--- config.mk ---
export PLATFORM = sky130hd
export DESIGN_NAME = cpu_sequencer
export DESIGN_NICKNAME = d
export VERILOG_FILES = /design/src/rtl/cpu_pkg.sv /design/src/rtl/cpu_sequencer_wait_timer.sv /design/src/rtl/cpu_sequencer.sv
export SDC_FILE = /design/constraint.sdc
export NUM_CORES = 1
export LEC_CHECK = 0
export ABC_AREA = 1
export CAP_MARGIN = 20
export CORE_UTILIZATION = 53
export CTS_CLUSTER_SIZE = 28
export DETAILED_ROUTE_END_ITERATION = 6
export GPL_TIMING_DRIVEN = 0
export PLACE_DENSITY = 0.84
export SYNTH_ARGS = -nofsm -noshare
export SYNTH_HDL_FRONTEND = slang
export SYNTH_HIERARCHICAL = 1
export SYNTH_SLANG_ARGS = --single-unit
export TNS_END_PERCENT = 100
--- constraint.sdc ---
create_clock -name i_clk -period 2.5 [get_ports i_clk]
set_input_delay 0.5 -clock i_clk [delete_from_list [all_inputs] [get_ports i_clk]]
set_output_delay 0.5 -clock i_clk [all_outputs]
set_load 0.05 [all_outputs]
--- src/rtl/cpu_pkg.sv ---
// Shared definitions for the 16-bit RISC core control path:
// one-hot state encoding for the sequencer and opcodes shared with the decoder.
package cpu_pkg;

  localparam int NUM_STATES = 7;

  localparam int FETCH_BIT     = 0;
  localparam int DECODE_BIT    = 1;
  localparam int REGREAD_BIT   = 2;
  localparam int EXECUTE_BIT   = 3;
  localparam int MEMORY_BIT    = 4;
  localparam int WRITEBACK_BIT = 5;
  localparam int HALT_BIT      = 6;

  typedef enum logic [NUM_STATES-1:0] {
    ST_FETCH     = 7'b0000001,
    ST_DECODE    = 7'b0000010,
    ST_REGREAD   = 7'b0000100,
    ST_EXECUTE   = 7'b0001000,
    ST_MEMORY    = 7'b0010000,
    ST_WRITEBACK = 7'b0100000,
    ST_HALT      = 7'b1000000
  } state_t;

  localparam logic [3:0] OP_ADD  = 4'h0;
  localparam logic [3:0] OP_SUB  = 4'h1;
  localparam logic [3:0] OP_AND  = 4'h2;
  localparam logic [3:0] OP_OR   = 4'h3;
  localparam logic [3:0] OP_LD   = 4'h8;
  localparam logic [3:0] OP_ST   = 4'h9;
  localparam logic [3:0] OP_BR   = 4'hC;
  localparam logic [3:0] OP_HALT = 4'hF;

endpackage

--- src/rtl/cpu_sequencer_wait_timer.sv ---
// Counts cycles spent waiting on memory; expired flags that the wait has reached LIMIT.
module wait_timer #(
  parameter int TMR_W = 8,
  parameter int LIMIT = 15
) (
  input  logic clock,
  input  logic clear,
  input  logic enable,
  output logic expired
);

  logic [TMR_W-1:0] count;

  // Clear has priority so a completed request never leaves a stale count behind.
  always_ff @(posedge clock) begin
    if (clear) begin
      count <= '0;
    end else if (enable) begin
      count <= count + 1'b1;
    end
  end

  assign expired = (count == TMR_W'(LIMIT));

endmodule

--- src/rtl/cpu_sequencer.sv ---
// Multi-cycle control FSM for the 16-bit RISC core: steps each instruction
// through fetch, decode, register read, execute, optional memory and writeback.
module cpu_sequencer
  import cpu_pkg::*;
#(
  parameter int MEM_TIMEOUT = 15,
  parameter int TMR_W       = 8
) (
  input  logic                  i_clk,
  input  logic                  i_rst,
  input  logic                  i_stall,
  input  logic                  i_is_mem,
  input  logic                  i_wb_en,
  input  logic                  i_is_halt,
  input  logic                  i_mem_ready,
  output logic [NUM_STATES-1:0] o_state,
  output logic                  o_fetch_en,
  output logic                  o_dec_en,
  output logic                  o_reg_en,
  output logic                  o_reg_we,
  output logic                  o_alu_en,
  output logic                  o_mem_req,
  output logic                  o_pc_en,
  output logic                  o_halted,
  output logic                  o_fault
);

  state_t stateQ;
  state_t nextState;
  logic   wbFlagQ;
  logic   memFlagQ;
  logic   faultQ;
  logic   captureFlags;
  logic   setFault;
  logic   strobeGate;
  logic   waiting;
  logic   readyNow;
  logic   timerClear;
  logic   timerEnable;
  logic   timerExpired;

  assign strobeGate  = !i_stall && !i_rst;
  assign waiting     = stateQ[FETCH_BIT] || stateQ[MEMORY_BIT];
  assign readyNow    = waiting && !i_stall && i_mem_ready;
  // Holding the timer at zero outside the wait states gives the clear-on-entry behaviour.
  assign timerClear  = i_rst || !waiting || readyNow;
  assign timerEnable = waiting && !i_stall;

  wait_timer #(
    .TMR_W (TMR_W),
    .LIMIT (MEM_TIMEOUT)
  ) uWaitTimer (
    .clock   (i_clk),
    .clear   (timerClear),
    .enable  (timerEnable),
    .expired (timerExpired)
  );

  always_ff @(posedge i_clk) begin
    if (i_rst) begin
      stateQ   <= ST_FETCH;
      wbFlagQ  <= 1'b0;
      memFlagQ <= 1'b0;
      faultQ   <= 1'b0;
    end else begin
      stateQ <= nextState;
      if (captureFlags) begin
        wbFlagQ  <= i_wb_en;
        memFlagQ <= i_is_mem;
      end
      if (setFault) begin
        faultQ <= 1'b1;
      end
    end
  end

  // A stall freezes everything; a ready that arrives on the expiry cycle still completes.
  always_comb begin
    nextState    = stateQ;
    captureFlags = 1'b0;
    setFault     = 1'b0;
    if (!i_stall) begin
      case (stateQ)
        ST_FETCH, ST_MEMORY: begin
          if (i_mem_ready) begin
            nextState = stateQ[FETCH_BIT] ? ST_DECODE : ST_WRITEBACK;
          end else if (timerExpired) begin
            nextState = ST_HALT;
            setFault  = 1'b1;
          end
        end
        ST_DECODE: begin
          captureFlags = 1'b1;
          nextState    = i_is_halt ? ST_HALT : ST_REGREAD;
        end
        ST_REGREAD:   nextState = ST_EXECUTE;
        ST_EXECUTE:   nextState = memFlagQ ? ST_MEMORY : ST_WRITEBACK;
        ST_WRITEBACK: nextState = ST_FETCH;
        ST_HALT:      nextState = ST_HALT;
        default:      nextState = ST_FETCH;
      endcase
    end
  end

  assign o_state    = stateQ;
  assign o_fetch_en = strobeGate && stateQ[FETCH_BIT] && i_mem_ready;
  assign o_dec_en   = strobeGate && stateQ[DECODE_BIT];
  assign o_reg_en   = strobeGate && (stateQ[REGREAD_BIT] || stateQ[WRITEBACK_BIT]);
  assign o_reg_we   = strobeGate && stateQ[WRITEBACK_BIT] && wbFlagQ;
  assign o_alu_en   = strobeGate && stateQ[EXECUTE_BIT];
  assign o_mem_req  = strobeGate && waiting;
  assign o_pc_en    = strobeGate && stateQ[WRITEBACK_BIT];
  assign o_halted   = stateQ[HALT_BIT];
  assign o_fault    = faultQ;

endmodule
==> metrics <==
outcome=finished clean; Critical R2R Launch=uWaitTimer/count[0]; DRT antenna net count=0; setup TNS=0 ns; Tcrit/Tclk final=0.956; Buffers & Inverters on Critical Path=3; Post-synth EDFFs=0; first-pass GRT wire length=3.94 mm; cts bufs inserted=3; most frequent cell after synthesis=nand2_1; mean post-synth cell area=6.18 um^2; # clock sinks=18; via/cell ratio=5.14; Clk Tree Root Cell=clkbuf_4; synth unique cells=20; Worst setup EP type=output pin; max frequency=418 MHz; DRC violation count after routing=0; Rel. slew slack=0.671; PortBufs=22; Worst-Skew Late Latency=0.31 ns; GP Congestion=0.854; # diodes=0; Synth Cell Area=0.00106 mm^2; ys async rst share=0; chip height=46.7 um; Yosys reg bits=18; pwr/cell area=578 mW/mm^2; critical path's top delay family=buffers and inverters; Worst VDD drop=0.000416 V; crit path from=i_stall; FP Rows=15; Top-Level Pins=23; worst reg-to-reg setup slack=0.79 ns; Max-cap violations=0; final setup violation count=0; yosys warns=6; die width=46.7 um; largest net degree at the start of global routing=11; Yosys top cell by area=dfxtp_1; Wirelength per Cell=11.2 um; CP required=2.00 ns; htree depth=1; initial antenna violation count=0; Worst Setup Start Kind=input pin; CTS tree=yes; minimum clock period=2.39 ns; CP peak stage delay=0.48 ns; Least-Margin Pin Slew=0.492 ns; Worst Min Path Start=wbFlagQ; hold slack=0.468 ns; Top FF cell, synth=dfxtp_1; Final Slew Violations=0; clock skew=0.00306 ns; hpwl dp=1.92 mm; total track usage=0.258; vias in the first global route=977; Crit path arrival time=1.89 ns; die area=0.00218 mm^2; drt pass-1 iters=4; Hold Crit Class=reg -> reg; CP cell instances=clkdlybuf4s50_1, inv_2, nand2_1, nor2_1, clkdlybuf4s15_2; Area Overhead vs Synth=26.9%; vias=1140; P_leak=0.616 nW; syn_nets=179; Synth top cells by count=nand2_1 (43), nor2_1 (41), inv_1 (19), dfxtp_1 (18), a21oi_1 (8); Core Region=0.00180 mm^2; routed wire length=2.48 mm; Initial DRC Count=23; synth top area cells=dfxtp_1 (34%), nand2_1 (15%), nor2_1 (15%); RSZ-0062 raised after global routing=false; clk slew on worst S/H paths=0.11 ns; CP Class=in -> out; Worst Path Max Fanout=7; proportion of layout cells with a drive suffix above 1=0.162; register area share after synthesis=0.341; Starting Density=0.587; nets@finish=206; GR Overflow Total=0; Final Hold Fails=0; Synth top area share=0.341; synthesized instance count=171; Post-CTS Setup Inserts=0; CTS max path bufs=2; # fillers=160; crit path max-delay cell type=clkdlybuf4s50_1; cts hold-fix bufs=0
-- cells in the final DEF (no fill, tap or decap), drive strengths merged --
master	n
nand3	9
nor2	45
ha	1
clkdlybuf4s50	15
nand2	50
clkbuf	4
a21oi	9
buf	4
clkdlybuf4s15	5
nor4	1
o21ai	7
nor3	5
dfxtp	18
nand4	1
inv	23
-- stage by stage --
step / instances / utilization / area [um^2] / total power, W / setup WS [ns]
after floorplan: 171 / - / 1060 / 0.000519 / 0.102
after global placement: 218 / 0.726 / 1310 / 0.000587 / -0.447
after detailed placement: 218 / 0.726 / 1310 / 0.000593 / -0.459
after CTS: 222 / 0.744 / 1340 / 0.000776 / 0.0232
after global routing: 222 / 0.744 / 1340 / 0.000818 / 0.0144
final: 222 / 0.744 / 1340 / 0.000776 / 0.110
-- final timing paths --
check,end,depth (start not counted)
hold reg to reg,wbFlagQ,2
hold / removal,wbFlagQ,2
setup / recovery,o_dec_en,5
setup reg to reg,o_state[4],7
-- worst reg2reg max path, delay by kind of cell, from the launching register on --
family | cells | cell delay (ns)
and+or+nand+nor | 5 | 0.77
DFF | 1 | 0.39
adders and majority gates | 1 | 0.22
AOI/OAI and AO/OA | 1 | 0.28
-- per-layer routing --
layer	wire length, um	share of wire	track usage	vias to the layer above
met4	35	0.014	0.0914	0
met3	121	0.049	0.0471	5
met5	0	0	0	-
met2	1150	0.46	0.414	35
met1	1180	0.47	0.341	518
li1	-	-	-	582
-- power by group --
part           leakage [nW]  internal (W)  switching (W)
clock                0.0210     0.0000890      0.0000995
sequential            0.147      0.000303      0.0000208
combinational         0.448     0.0000856       0.000177
-- registers in the layout, summed over array words and instances (netlist names) --
signal and count:
o_state 7, o_fault 1, uWaitTimer/count 8, memFlagQ 1, wbFlagQ 1
-- timing repair --
item / in CTS / in global routing
gates resized for setup: 26 / 1
setup endpoints to repair: 7 / 7
hold endpoints to repair: 0 / 0
-- cell families (layout without fill, tap and decap cells) --
logic type      count (synthesis)  in the layout  share of synthesized area
simple gates                  111            111                      0.475
buf+inv                        25             51                     0.0935
flops                          18             18                      0.341
compound gates                 16             16                     0.0793
fa+ha+maj                       1              1                     0.0118
-- final cells by class --
type / instances / area, um^2 / area share
repair buffers: 22 / 216 / 0.161
inverters: 23 / 86.3 / 0.0644
multi-input cells: 128 / 598 / 0.446
flip-flops and latches: 18 / 360 / 0.269
well taps: 25 / 31.3 / 0.0233
plain buffers: 2 / 12.5 / 0.00933
clock buffers: 4 / 36.3 / 0.0271
(Power assumes the default switching activity.)
